<file path="src/rtl/conv_pkg.sv">
// Shared types and helpers for the sequential window/kernel dot-product engine.
package conv_pkg;

  typedef enum logic [1:0] {
    S_IDLE = 2'd0,
    S_MAC  = 2'd1,
    S_DONE = 2'd2
  } conv_state_e;

  // Ceiling log2, usable in parameter expressions.
  function automatic int unsigned clog2(input int unsigned v);
    int unsigned r;
    r = 0;
    for (int i = 0; i < 32; i++) begin
      if ((64'(1) << i) < 64'(v)) r = i + 1;
    end
    return r;
  endfunction

endpackage

</file>
<file path="src/rtl/conv_mac_lane.sv">
// LANES parallel multipliers feeding a sum; purely combinational.
module conv_mac_lane #(
  parameter int unsigned LANES  = 3,
  parameter int unsigned DATA_W = 8,
  parameter int unsigned ACC_W  = 20,
  parameter int unsigned SIGNED = 1
) (
  input  logic [DATA_W-1:0] a_i [LANES],
  input  logic [DATA_W-1:0] b_i [LANES],
  output logic [ACC_W-1:0]  sum_c_o
);

  localparam int unsigned PW = 2 * DATA_W;

  logic [ACC_W-1:0] ext [LANES];

  for (genvar l = 0; l < int'(LANES); l++) begin : g_lane
    if (SIGNED != 0) begin : g_s
      logic signed [PW-1:0] pa;
      logic signed [PW-1:0] pb;
      logic signed [PW-1:0] p;
      assign pa     = PW'($signed(a_i[l]));
      assign pb     = PW'($signed(b_i[l]));
      assign p      = pa * pb;
      assign ext[l] = ACC_W'(p);
    end else begin : g_u
      logic [PW-1:0] p;
      assign p      = PW'(a_i[l]) * PW'(b_i[l]);
      assign ext[l] = ACC_W'(p);
    end
  end

  // ACC_W carries clog2(NTAPS) guard bits, so the reduction cannot overflow.
  always_comb begin
    sum_c_o = '0;
    for (int l = 0; l < int'(LANES); l++) begin
      sum_c_o = sum_c_o + ext[l];
    end
  end

endmodule

</file>
<file path="src/rtl/conv_seq.sv">
// Sequential KSIZE x KSIZE window-by-kernel dot product, LANES taps per cycle,
// with a full-precision result and a clamped DATA_W copy.
module conv_seq
  import conv_pkg::*;
#(
  parameter  int unsigned KSIZE  = 3,
  parameter  int unsigned DATA_W = 8,
  parameter  int unsigned LANES  = 3,
  parameter  int unsigned SIGNED = 1,
  localparam int unsigned NTAPS  = KSIZE * KSIZE,
  localparam int unsigned NBEATS = (NTAPS + LANES - 1) / LANES,
  localparam int unsigned AW     = clog2(NTAPS),
  localparam int unsigned ACC_W  = 2 * DATA_W + clog2(NTAPS)
) (
  input  logic              clock,
  input  logic              reset,
  input  logic              kw_en,
  input  logic [AW-1:0]     kw_addr,
  input  logic [DATA_W-1:0] kw_data,
  input  logic              win_valid,
  output logic              win_ready,
  input  logic [DATA_W-1:0] win_data [KSIZE][KSIZE],
  output logic              res_valid,
  input  logic              res_ready,
  output logic [ACC_W-1:0]  res_acc,
  output logic [DATA_W-1:0] res_sat,
  output logic              busy
);

  localparam int unsigned BEAT_W = (NBEATS > 1) ? clog2(NBEATS) : 1;

  localparam logic signed [ACC_W-1:0] SMAX = ACC_W'((64'(1) << (DATA_W - 1)) - 64'(1));
  localparam logic signed [ACC_W-1:0] SMIN = ~SMAX;
  localparam logic        [ACC_W-1:0] UMAX = ACC_W'((64'(1) << DATA_W) - 64'(1));

  conv_state_e         state_q, state_d;
  logic [BEAT_W-1:0]   beat_q, beat_d;
  logic [ACC_W-1:0]    acc_q, acc_d;
  logic [ACC_W-1:0]    res_acc_q, res_acc_d;
  logic [DATA_W-1:0]   res_sat_q, res_sat_d;
  logic                win_ready_q, busy_q, res_valid_q;
  logic [DATA_W-1:0]   kern_q [NTAPS];
  logic [DATA_W-1:0]   win_q  [NTAPS];
  logic [DATA_W-1:0]   lane_a [LANES];
  logic [DATA_W-1:0]   lane_b [LANES];
  logic [ACC_W-1:0]    lane_sum_c;
  logic [ACC_W-1:0]    acc_sum_c;
  logic                load_c;
  logic                kw_we_c;

  function automatic logic [DATA_W-1:0] sat(input logic [ACC_W-1:0] a);
    if (SIGNED != 0) begin
      if ($signed(a) > SMAX)      return DATA_W'(SMAX);
      else if ($signed(a) < SMIN) return DATA_W'(SMIN);
      else                        return DATA_W'(a);
    end else begin
      if (a > UMAX) return DATA_W'(UMAX);
      else          return DATA_W'(a);
    end
  endfunction

  // Operand select for the current beat; taps past NTAPS contribute zero.
  always_comb begin
    for (int l = 0; l < int'(LANES); l++) begin
      lane_a[l] = '0;
      lane_b[l] = '0;
      for (int t = 0; t < int'(NTAPS); t++) begin
        if (t == int'(beat_q) * int'(LANES) + l) begin
          lane_a[l] = win_q[t];
          lane_b[l] = kern_q[t];
        end
      end
    end
  end

  conv_mac_lane #(
    .LANES  (LANES),
    .DATA_W (DATA_W),
    .ACC_W  (ACC_W),
    .SIGNED (SIGNED)
  ) u_mac_lane (
    .a_i     (lane_a),
    .b_i     (lane_b),
    .sum_c_o (lane_sum_c)
  );

  assign acc_sum_c = acc_q + lane_sum_c;

  // Next-state and datapath update.
  always_comb begin
    state_d   = state_q;
    beat_d    = beat_q;
    acc_d     = acc_q;
    res_acc_d = res_acc_q;
    res_sat_d = res_sat_q;
    load_c    = 1'b0;
    case (state_q)
      S_IDLE: begin
        if (win_valid && win_ready_q) begin
          load_c  = 1'b1;
          acc_d   = '0;
          beat_d  = '0;
          state_d = S_MAC;
        end
      end
      S_MAC: begin
        acc_d  = acc_sum_c;
        beat_d = beat_q + BEAT_W'(1);
        if (beat_q == BEAT_W'(NBEATS - 1)) begin
          res_acc_d = acc_sum_c;
          res_sat_d = sat(acc_sum_c);
          state_d   = S_DONE;
        end
      end
      S_DONE: begin
        if (res_ready) state_d = S_IDLE;
      end
      default: state_d = S_IDLE;
    endcase
  end

  always_ff @(posedge clock) begin
    if (reset) begin
      state_q     <= S_IDLE;
      beat_q      <= '0;
      acc_q       <= '0;
      res_acc_q   <= '0;
      res_sat_q   <= '0;
      win_ready_q <= 1'b1;
      busy_q      <= 1'b0;
      res_valid_q <= 1'b0;
    end else begin
      state_q     <= state_d;
      beat_q      <= beat_d;
      acc_q       <= acc_d;
      res_acc_q   <= res_acc_d;
      res_sat_q   <= res_sat_d;
      win_ready_q <= (state_d == S_IDLE);
      busy_q      <= (state_d == S_MAC);
      res_valid_q <= (state_d == S_DONE);
    end
  end

  // Window snapshot; operands stay fixed for the whole MAC sequence.
  always_ff @(posedge clock) begin
    if (load_c) begin
      for (int t = 0; t < int'(NTAPS); t++) begin
        win_q[t] <= win_data[t / int'(KSIZE)][t % int'(KSIZE)];
      end
    end
  end

  assign kw_we_c = kw_en && (state_q != S_MAC) && (32'(kw_addr) < NTAPS);

  always_ff @(posedge clock) begin
    if (reset) begin
      for (int t = 0; t < int'(NTAPS); t++) kern_q[t] <= '0;
    end else if (kw_we_c) begin
      for (int t = 0; t < int'(NTAPS); t++) begin
        if (kw_addr == AW'(t)) kern_q[t] <= kw_data;
      end
    end
  end

  assign win_ready = win_ready_q;
  assign busy      = busy_q;
  assign res_valid = res_valid_q;
  assign res_acc   = res_acc_q;
  assign res_sat   = res_sat_q;

endmodule

</file>
<file path="config.mk">
export PLATFORM = sky130hd
export DESIGN_NAME = conv_seq
export DESIGN_NICKNAME = d
export VERILOG_FILES = /design/src/rtl/conv_pkg.sv /design/src/rtl/conv_mac_lane.sv /design/src/rtl/conv_seq.sv
export SDC_FILE = /design/constraint.sdc
export NUM_CORES = 1
export LEC_CHECK = 0
export CAP_MARGIN = 5
export CELL_PAD_IN_SITES_DETAIL_PLACEMENT = 1
export CELL_PAD_IN_SITES_GLOBAL_PLACEMENT = 1
export CORE_ASPECT_RATIO = 1.2
export CORE_MARGIN = 1
export CORE_UTILIZATION = 50
export CTS_CLUSTER_DIAMETER = 200
export DETAILED_ROUTE_END_ITERATION = 10
export DONT_BUFFER_PORTS = 1
export PLACE_DENSITY_LB_ADDON = 0.2
export SLEW_MARGIN = 20
export SYNTH_ARGS = -nofsm -noshare
export SYNTH_HDL_FRONTEND = slang
export SYNTH_SLANG_ARGS = --single-unit
</file>
<file path="constraint.sdc">
create_clock -name clock -period 19.51 [get_ports clock]
set_clock_uncertainty 0.05 [all_clocks]
set_input_delay 3.902 -clock clock [delete_from_list [all_inputs] [get_ports clock]]
set_output_delay 3.902 -clock clock [all_outputs]
set_load 0.1 [all_outputs]
</file>
## Yosys cells after proc, flatten, opt, wreduce, memory -nomap -nowiden

Memory sizes are Yosys's and may differ from the RTL's.
Index checks and enable logic that the tools add are counted.

| word-level totals | value |
|---|---|
| register bits after elaboration | 55 |
| memory bits (writable) | 144 |
| input port bits | 89 |
| output and inout port bits | 31 |
| logic and storage cells | 198 |
| memories kept | 2 |

| operators by class | value |
|---|---|
| $add $sub $neg | 6 |
| multipliers | 4 |
| $lt $le $gt $ge | 3 |
| equality and inequality tests | 39 |
| multiplexer cells | 115 |
| bitwise gates (word level) | 9 |
| reduce and logical (&&, ||, !) cells | 12 |

Memories:

| name | depth | bits a word | rd ports | clocked after memory_dff | write ports | line | RTL |
|---|---|---|---|---|---|---|---|
| kern_q | 9 | 8 | 9 | 0 | 9 | conv_seq.sv:42 | `logic [DATA_W-1:0] kern_q [NTAPS];` |
| win_q | 9 | 8 | 9 | 0 | 9 | conv_seq.sv:43 | `logic [DATA_W-1:0] win_q [NTAPS];` |

Operators with widths:

| operator | number |
|---|---|
| two-way mux 8 bit | 65 |
| == test 4 x 32 -> 1 bit, first input constant | 12 |
| == test 3 x 32 -> 1 bit, first input constant | 6 |
| == test 2 x 32 -> 1 bit, first input constant | 3 |
| zero test 32 bit | 3 |
| == test 5 x 32 -> 1 bit, first input constant | 2 |
| multiplier 8 x 8 -> 16 bit | 3 |
| two-way mux 1 bit | 42 |
| adder 20 bit | 2 |
| one-hot mux 20 bit (2 select lines) | 1 |
| adder 32 x 2 -> 32 bit, second input constant | 1 |
| greater-than comparator 20 x 8 -> 1 bit, second input constant | 1 |
| less-than comparator 20 x 8 -> 1 bit, second input constant | 1 |
| two-way mux 20 bit | 1 |
| adder 16 x 16 -> 17 bit | 1 |
| == test 4 x 3 -> 1 bit, second input constant | 4 |
| OR 1 bit | 9 |
| == test 4 x 2 -> 1 bit, second input constant | 2 |
| two-way mux 2 bit | 4 |
| == test 2 bit, second input constant | 3 |
| one-hot mux 2 bit (3 select lines) | 1 |
| adder 4 x 2 -> 5 bit, second input constant | 1 |
| == test 4 x 5 -> 1 bit, first input constant | 1 |
| == test 2 x 1 -> 1 bit, second input constant | 2 |
| other kinds (13) | 17 |

## Depth between registers and ports, before layout

Gate-level depths: netlist of the first run.

| logic depth | value |
|---|---|
| depth after elaboration | 19 |
| depth in mapped cells | 46 |
| depth with buffers taken out | 42 |

## Hierarchy

Synthesis of the first run repeated with hierarchy kept, for this count alone.

| unflattened totals | value |
|---|---|
| cell total of the unflattened synthesis | 1934 |
| area total of the unflattened synthesis | 19048.3 um^2 |

By module, submodules not included:

| module | times used | cells an instance | area an instance (um^2) |
|---|---|---|---|
| conv_seq | 1 | 1082 | 10884.2 |
| conv_mac_lane | 1 | 852 | 8164.1 |

## Least setup slack after synthesis of the first run

No wires, ideal clock.

| timing path | value |
|---|---|
| path kind | register -> register |
| start | register beat_q[0] |
| end | register res_sat_q[1] (netlist: res_sat[1]) |
| setup time | 0.136 ns |
| data arrival time | 10.205 ns |
| data required time | 19.324 ns |
| setup slack | 9.120 ns |
| stages on the path, launching flop included | 37 |
| buffers on the path | 2 |
| clock period less this slack | 10.390 ns |
| cell sequence | dfxtp_1 -> inv_1 -> ha_1 -> buf_2 -> a211oi_2 -> clkbuf_1 -> a221oi_1 -> o311ai_0 -> a31oi_1 -> o21ai_0 -> mux2i_1 -> o21a_1 -> nor2_1 -> fa_1 -> fa_1 -> fa_1 -> fa_1 -> fa_1 -> inv_1 -> fa_1 -> inv_1 -> ha_1 -> nor4_1 -> a211oi_2 -> a2111oi_2 -> o41ai_2 -> xnor2_1 -> fa_1 -> inv_1 -> ha_1 -> and3_1 -> and3_1 -> nor3_1 -> o211ai_1 -> or4_1 -> o21ai_4 -> a2111oi_1 |

| between the ends | value |
|---|---|
| longest elaborated chain between the ends | 19 |
| elaborated cells between the ends (all ways) | 96 |
| classes of those cells | add/sub (5); mul (4); order compare (2); eq/ne (25); mux (56); reduce/logical (4) |

RTL lines:

| item | line | RTL |
|---|---|---|
| from (decl) | conv_seq.sv:37 | `logic [BEAT_W-1:0] beat_q, beat_d;` |
| from (signal assigned) | conv_seq.sv:134 | `beat_q <= beat_d;` |
| multiplier 2 x 2 -> 4 bit | conv_seq.sv:68 | `if (t == int'(beat_q) * int'(LANES) + l) begin` |
| adder 32 x 2 -> 32 bit | conv_seq.sv:68 |  |
| zero test 32 bit | conv_seq.sv:68 |  |
| two-way mux 8 bit (9 in series) | conv_seq.sv:68 |  |
| multiplier 8 x 8 -> 16 bit | conv_mac_lane.sv:24 | `assign p = pa * pb;` |
| adder 16 x 16 -> 17 bit | conv_mac_lane.sv:37 | `sum_c_o = sum_c_o + ext[l];` |
| adder 20 bit | conv_mac_lane.sv:37 |  |
| adder 20 bit | conv_seq.sv:87 | `assign acc_sum_c = acc_q + lane_sum_c;` |
| less-than comparator 20 x 8 -> 1 bit | conv_seq.sv:54 | `else if ($signed(a) < SMIN) return DATA_W'(SMIN);` |
| two-way mux 8 bit | conv_seq.sv:54 |  |
| two-way mux 8 bit | conv_seq.sv:53 | `if ($signed(a) > SMAX) return DATA_W'(SMAX);` |
| to (signal assigned) | conv_seq.sv:137 | `res_sat_q <= res_sat_d;` |
| to (decl) | conv_seq.sv:40 | `logic [DATA_W-1:0] res_sat_q, res_sat_d;` |

Parallel ways exist; a longest one is shown, timed or not.
A chain may end at the register's enable or synchronous reset.

## Final worst setup path of the first run

| timing path | value |
|---|---|
| start | register beat_q[0] |
| end | register res_sat_q[2] (netlist: res_sat[2]) |

Same word-level chain as after synthesis.

==> results.toml, run 1 <==
[run_status]
run_status = "finished clean"

[grt]
track_usage_pct = 30.3
antenna_found_initial = 0
grt_max_degree = 74
grt-ovfl-total = 0
grt_pass1_wl_um = 91500
grt_pass1_vias = 16300

[routing]
maxUsedRoutingLayer = "met4"
drt_iter0_markers = 952
wl_met3_um = 1980
drt_first_pass_iters = 7
wl_per_cell_um = 22.9
ant_nets = 0
wl_met1_um = 23100
drt-vias-per-instance = 6.02
vias = 15100
drc_errors = 0
route.met2.wl_um = 30400
wl_um = 57600

[setup_path]
crit_path_max_fanout = 23
crit_start = "beat_q[0]"
r2r_start = "beat_q[0]"
crit_slowest_cell = "and3_1"
max_stage_delay_ns = 0.75
end_kind = "flip-flop"
startpoint_type = "flip-flop"
path_common_cell = "fa_1"
worstPathArrival_ns = 12.91
crit_required_ns = 19.79
crit_type = "flip-flop to flip-flop"

[sta]
slew_viol_final = 0
fin_tns_setup_ns = 0
setup_viol = 0
setup_ws_ns = 6.89
final-hold-violation-count = 0
relSlewSlack_pct = 23.2
fmax_mhz = 79.2
min_period_ns = 12.62
rsz0062_at_grt = "no"
tightest_slew_ns = 1.12
finalCritPeriodShare_pct = 64.7

[synthesis]
ys.flop_type = "edfxtp_1"
async_flop_share_pct = 0
netlist_instances = 2070
synth-compound-area-share_pct = 14.0
synth_top_cell_by_area = "fa_1"
yosysTopAreaCellShare_pct = 22.8
synth_area_mm2 = 0.0193
synth_top_family_by_area = "adder cells"
yosys.cell_types.count = 67
synthTopCellsByArea = "fa_1, edfxtp_1, ha_1, dfxtp_1, inv_1"
synth_edf_count = 144
synth_simple_gate_area_share_pct = 15.3
yosysWarnings = 0
yosysSeqAreaShare_pct = 28.1
synthAdderAreaFrac_pct = 29.7
syn_nets = 2485
synth-xor-area-share_pct = 2.67
synth.avg_cell_area_um2 = 9.32
synth_seq_cells = 199
muxShareOfSynthArea_pct = 2.81

[cts]
cts-buffers-inserted = 17
hold_buffers = 0
cts_buffer_depth = 2
cts_resized = 0
post-cts-setup-buffer-count = 0
clock_latency_ns = 0.45
cts_tree = "done"
cts.sinks = 199
cts_root_buf = "clkbuf_16"
htree_levels = 4
clkTransAtPathRegs_ns = 0.08

[job]
maxCapViolCount = 0

[hold_path]
hp-start = "acc_q[16]"
hold_class = "flip-flop to flip-flop"

[layout]
final_util_pct = 53.7
area_growth_pct = 5.34
drive_gt1_share_pct = 6.05
final_cell_area_mm2 = 0.0203
n_antenna_cell = 0
fin_nets = 2434

[placed_design]
dpl_cell_area_mm2 = 0.0197
dpl.hpwl_um = 45800
place.gp.congestion = 0.915
preCtsSetupSlack_ns = 7.11
port_buffers = 0

[floorplan]
core_mm2 = 0.0379
die-width_um = 181
fp-row-count = 78
die_h_um = 217
io_pins = 120
start_util_pct = 50.9
dieArea_mm2 = 0.0394
-- path summary, 6_finish.rpt --
path / to / slack (ns) / depth (start not counted)
worst max-delay path: res_sat[2] / 6.89 / 35
worst min-delay path: acc_q[16] / 0.42 / 2
worst max register to register: res_sat[2] / 6.89 / 35
worst min register to register: acc_q[16] / 0.42 / 2
-- cell usage after synthesis (all sizes together) (37+ instances only) --
| library cell | number |
|---|---|
| nand2 | 222 |
| nand2b | 37 |
| xnor2 | 40 |
| o21ai | 80 |
| nor2 | 253 |
| edfxtp | 144 |
| a21oi | 94 |
| clkbuf | 77 |
| nand3 | 42 |
| fa | 220 |
| inv | 280 |
| dfxtp | 55 |
| ha | 106 |
-- sequential cells by signal, summed over array words and instances, names as in the netlist --
signal	count
win_q	72
busy	1
res_acc	20
state_q	2
res_sat	8
res_valid	1
beat_q	2
win_ready	1
kern_q	72
acc_q	20
-- critical path: cells and delay by family, from the launching register on --
family / cells / cell delay (ns)
AO/OA/AOI/OAI: 12 / 3.52
XOR/XNOR: 2 / 0.96
adder cells (fa/ha/maj): 10 / 5.18
buffers and inverters: 5 / 0.47
flip-flops: 1 / 0.39
multiplexers: 1 / 0.14
AND/OR/NAND/NOR: 5 / 1.78
-- per-stage QoR --
step | hold WS [ns] | std cells
3_3_place_gp | 0.401 | 2480
6_report | 0.423 | 2512
5_1_grt | 0.437 | 2512
3_5_place_dp | 0.412 | 2480
2_1_floorplan | 0.398 | 2070
4_1_cts | 0.424 | 2512
-- routing by layer --
metal,up-vias,track usage [%]
met4,0,12.1
met5,-,0
li1,6839,-
met2,382,55.7
met3,121,3.20
met1,7783,36.1
-- cells in the final DEF, fill, tap and decap left out, types with 8 or more instances in the layout --
master     instances
nand2b_1          36
a211oi_1          12
nor2b_1           34
a221oi_1          32
clkbuf_16         17
o21ai_0           66
a21oi_1           92
o21a_1            18
nand2_1          222
xnor2_1           40
a31oi_1           23
o21bai_1          11
inv_1            279
a21o_1            10
o211ai_1          14
mux2_2            17
ha_1             104
o311ai_0          20
nor3_1            14
fa_1             220
nor2_1           253
a311oi_1          17
nand3_1           42
edfxtp_1         144
o21ai_1           11
dfxtp_1           55
o311a_1           16
or2_2             25
and3_1             8
buf_4             25
mux2i_1           31
o31a_1            12
and2_1            14
xor2_1            16
-- kinds of logic after synthesis --
group / count (synthesis)
multiplexers: 52
flip-flops: 199
AO/OA/AOI/OAI: 391
adder cells (fa/ha/maj): 326
XOR/XNOR: 57
AND/OR/NAND/NOR: 670
buffers and inverters: 375
-- area by class of cell --
cell class	instances	area, µm²
multi-input combinational	1496	12500
fill	4316	17500
sequential	199	5430
clock buffer	20	447
tap	480	601
timing repair buffer	25	188
inverter	280	1050
clock inverter	12	128
Power of run 1 is not shown: default switching activity piles up to over one toggle a cycle in this logic, so the estimate is an artifact.
==> run 2: changes to the inputs <==
Clock period 19.51 ns to 12.9 ns, I/O delays scaled along.
==> run 2 against run 1 <==
Effect of this change: global-route usage is 0.49 points higher; die area stayed put; final cell count is 0.64% higher; design area is 0.79% higher; worst setup slack worse by 6.1 ns; sequential share of layout area is 0.21 points lower; critical endpoint is now res_sat[1].
==> results.toml, run 2 (synthesized netlist as in run 1, its figures left out) <==
[floorplan]
io_pins = 120
core_mm2 = 0.0379
die-width_um = 181
fp-row-count = 78
start_util_pct = 50.9
die_h_um = 217
dieArea_mm2 = 0.0394

[cts]
cts_root_buf = "clkbuf_16"
clkTransAtPathRegs_ns = 0.08
hold_buffers = 0
post-cts-setup-buffer-count = 0
cts_tree = "done"
cts-buffers-inserted = 17
clock_latency_ns = 0.45
cts_buffer_depth = 2
cts.sinks = 199
htree_levels = 4
cts_resized = 0

[setup_path]
crit_path_max_fanout = 11
crit_required_ns = 13.19
r2r_setup_slack_ns = 0.80
startpoint_type = "flip-flop"
worstPathArrival_ns = 12.39
rr_worst_depth = 37
max_stage_delay_ns = 0.72
crit_type = "flip-flop to flip-flop"
worstReg2RegEnd = "res_sat[1]"
path_common_cell = "fa_1"
crit_slowest_cell = "o311ai_0"
r2r_start = "beat_q[1]"
end_kind = "flip-flop"

[routing]
vias = 15200
ant_nets = 0
drt-vias-per-instance = 6.01
drt_iter0_markers = 1103
drt_first_pass_iters = 5
wl_per_cell_um = 23.3
drc_errors = 0
wl_um = 58900

[sta]
min_period_ns = 12.10
fin_tns_setup_ns = 0
final-hold-violation-count = 0
slew_viol_final = 0
tightest_slew_ns = 1.24
rsz0062_at_grt = "no"
finalCritPeriodShare_pct = 93.8
setup_viol = 0
fmax_mhz = 82.7
relSlewSlack_pct = 14.9

[layout]
reg_top3 = "kern_q: 72 flops, win_q: 72 flops"
area_growth_pct = 6.18
multi_input_area_mm2 = 0.0125
fin_nets = 2449
final_cell_area_mm2 = 0.0205
regArea_mm2 = 0.00543
final_cell_mix = "inv_1, nor2_1, nand2_1"
fillCellCount = 4318
drive_gt1_share_pct = 6.79
final_common_cell = "inv_1"

[placed_design]
port_buffers = 0
dpl_cell_area_mm2 = 0.0198
dpl.hpwl_um = 47000
place.gp.congestion = 0.954

[grt]
antenna_found_initial = 2
grt_max_degree = 76
grt_pass1_wl_um = 92400
grt-ovfl-total = 0
track_usage_pct = 30.8
grt_pass1_vias = 16300

[hold_path]
hold_end = "acc_q[16]"
hold_class = "flip-flop to flip-flop"
hold_depth = 2
hp-start = "acc_q[16]"

[job]
maxCapViolCount = 0

[run_status]
run_status = "finished clean"
==> run 2: critical path: cells and delay by family, from the launching register on <==
kind / cells / cell delay, ns
adder cells (fa/ha/maj): 10 / 4.77
AND/OR/NAND/NOR: 9 / 2.14
flip-flops: 1 / 0.49
buffers and inverters: 6 / 0.62
multiplexers: 1 / 0.13
AO/OA/AOI/OAI: 10 / 3.03
XOR/XNOR: 1 / 0.72
==> run 2: area by class of cell <==
type / instances / share of cell area (%)
well taps: 480 / 2.93
clock buffers: 19 / 2.21
diodes: 1 / 0.0122
repair buffers: 40 / 1.47
inverters: 280 / 5.13
clock inverters: 13 / 0.825
flip-flops and latches: 199 / 26.5
multi-input cells: 1496 / 60.9
==> run 2: per-layer routing <==
| metal | part of all wire, % | global-route usage (%) | vias to the layer above |
|---|---|---|---|
| met5 | 0 | 0 | - |
| met4 | 3.3 | 11.6 | 0 |
| met2 | 52 | 56.0 | 405 |
| met3 | 4.3 | 3.38 | 100 |
| li1 | - | - | 6867 |
| met1 | 40 | 37.4 | 7822 |
==> run 2: worst max-delay path by stage <==
stage | end | slack, ns | start
after floorplan | res_sat[1] | 2.51 | beat_q[0]
after global placement | res_sat[2] | 1.14 | beat_q[0]
after detailed placement | res_sat[1] | 0.88 | beat_q[1]
after CTS | res_sat[1] | 0.82 | beat_q[1]
after global routing | res_sat[2] | 0.002 | beat_q[1]
final | res_sat[1] | 0.80 | beat_q[1]
==> run 2: through the flow <==
stage | hold slack (ns) | util (%) | instances | worst slack (ns)
finish | 0.418 | 54.1 | 2528 | 0.805
global route | 0.444 | 54.1 | 2528 | 0.00218
CTS | 0.418 | 54.0 | 2527 | 0.817
detailed placement | 0.407 | 52.4 | 2495 | 0.876
global placement | 0.399 | 52.4 | 2495 | 1.14
floorplan | 0.398 | - | 2070 | 2.51
Power of run 2 is left out for the same reason.
==> run 3: changes to the inputs <==
--- a/config.mk
+++ b/config.mk
@@ -16,4 +16,5 @@
 export DONT_BUFFER_PORTS = 1
 export PLACE_DENSITY_LB_ADDON = 0.2
+export REMOVE_ABC_BUFFERS = 1
 export SLEW_MARGIN = 20
 export SYNTH_ARGS = -nofsm -noshare
==> constraint.sdc (replaced) <==
create_clock -name clock -period 12.9 [get_ports clock]
set_clock_uncertainty 0.05 [all_clocks]
set_input_delay 1.29 -clock clock [delete_from_list [all_inputs] [get_ports clock]]
set_output_delay 1.29 -clock clock [all_outputs]
set_load 0.1 [all_outputs]
==> run 3 against run 2 <==
Effect of this change: worst setup slack improved by 0.093 ns; non-clock buffer count increased by 5; register-to-register slack improved by 0.09 ns; via count decreased by 0.50%; global-route usage increased by 0.46 points; critical endpoint unchanged.
==> results.toml, run 3 (synthesized netlist as in run 1, its figures left out) <==
[run_status]
run_status = "finished clean"

[cts]
hold_buffers = 0
clkTransAtPathRegs_ns = 0.09
cts_resized = 0
cts_root_buf = "clkbuf_16"
cts_buffer_depth = 2
cts-buffers-inserted = 17
cts.sinks = 199
clock_latency_ns = 0.49
cts_tree = "done"
post-cts-setup-buffer-count = 0
htree_levels = 4

[layout]
multi_input_area_mm2 = 0.0125
fin_nets = 2454
n_antenna_cell = 0
final_common_cell = "inv_1"
fillCellCount = 4336
reg_top3 = "kern_q: 72 flops, win_q: 72 flops"
final_cell_mix = "inv_1, nor2_1, nand2_1"
area_growth_pct = 6.34
drive_gt1_share_pct = 6.92
regArea_mm2 = 0.00543

[routing]
drt_iter0_markers = 966
wl_um = 58200
drc_errors = 0
wl_per_cell_um = 23.0
drt_first_pass_iters = 5
drt-vias-per-instance = 5.97
ant_nets = 0
vias = 15100

[setup_path]
crit_slowest_cell = "o21ai_1"
startpoint_type = "flip-flop"
worstPathArrival_ns = 12.32
end_kind = "flip-flop"
max_stage_delay_ns = 0.62
path_common_cell = "fa_1"
crit_type = "flip-flop to flip-flop"
crit_path_max_fanout = 16
crit_required_ns = 13.22

[sta]
fin_tns_setup_ns = 0
rsz0062_at_grt = "no"
final-hold-violation-count = 0
fmax_mhz = 83.3
min_period_ns = 12.00
slew_viol_final = 0
setup_viol = 0
tightest_slew_ns = 1.09
relSlewSlack_pct = 27.5
finalCritPeriodShare_pct = 93.0

[floorplan]
dieArea_mm2 = 0.0394
die_h_um = 217
start_util_pct = 50.9
core_mm2 = 0.0379
die-width_um = 181
io_pins = 120
fp-row-count = 78

[grt]
antenna_found_initial = 2
grt_pass1_vias = 16800
grt_pass1_wl_um = 94000
track_usage_pct = 31.3
grt-ovfl-total = 0
grt_max_degree = 77

[placed_design]
place.gp.congestion = 0.920
dpl.hpwl_um = 45300
port_buffers = 0

[hold_path]
hold_class = "flip-flop to flip-flop"

[job]
maxCapViolCount = 0
[run 3: cell count changes in the layout (fill, tap and decap cells not counted), sizes merged]
cell	previous run	this run
diode	1	0
clkbuf	19	17
clkinv	3	8
inv	288	286
bufinv	2	1
buf	40	45
[run 3: path summary, 6_finish.rpt]
kind             start  slack, ns    endpoint  cells after the start
max          beat_q[0]       0.90  res_sat[1]                     35
min          acc_q[18]       0.42   acc_q[18]                      2
max reg2reg  beat_q[0]       0.90  res_sat[1]                     35
min reg2reg  acc_q[18]       0.42   acc_q[18]                      2
[run 3: metrics by stage]
step           util (%)  cells  hold WS [ns]  area (µm²)  worst slack, ns
6_report           54.2   2532         0.424       20500            0.898
5_1_grt            54.2   2532         0.453       20500           0.0541
4_1_cts            54.1   2531         0.426       20500            0.848
3_5_place_dp       52.5   2499         0.413       19900             1.03
3_3_place_gp       52.5   2499         0.403       19900             1.42
2_1_floorplan         -   1975         0.392       18900            0.742
[run 3: cell type report]
type | count | area share (%)
tap | 480 | 2.93
clock buffer | 17 | 2.07
timing repair buffer | 45 | 1.67
sequential | 199 | 26.5
clock inverter | 15 | 0.964
multi-input combinational | 1496 | 60.8
inverter | 280 | 5.12
[run 3: critical path, delay by kind of cell (launching register included)]
family	cells	cell delay [ns]
AOI/OAI and AO/OA	9	3.04
xor gates and xnor gates	1	0.45
adders and majority gates	10	4.77
buffers and inverters	5	0.52
DFF	1	0.48
muxes	1	0.09
and+or+nand+nor	9	2.44
[run 3: metal layers]
| layer | GRT usage [%] | wire [µm] | vias up | share of wire [%] |
|---|---|---|---|---|
| met4 | 12.5 | 1880 | 4 | 3.2 |
| met3 | 4.00 | 2540 | 106 | 4.4 |
| li1 | - | - | 6874 | - |
| met5 | 0 | 27 | - | 0.046 |
| met2 | 56.9 | 30500 | 416 | 52 |
| met1 | 37.2 | 23300 | 7718 | 40 |
Power of run 3 is left out for the same reason.
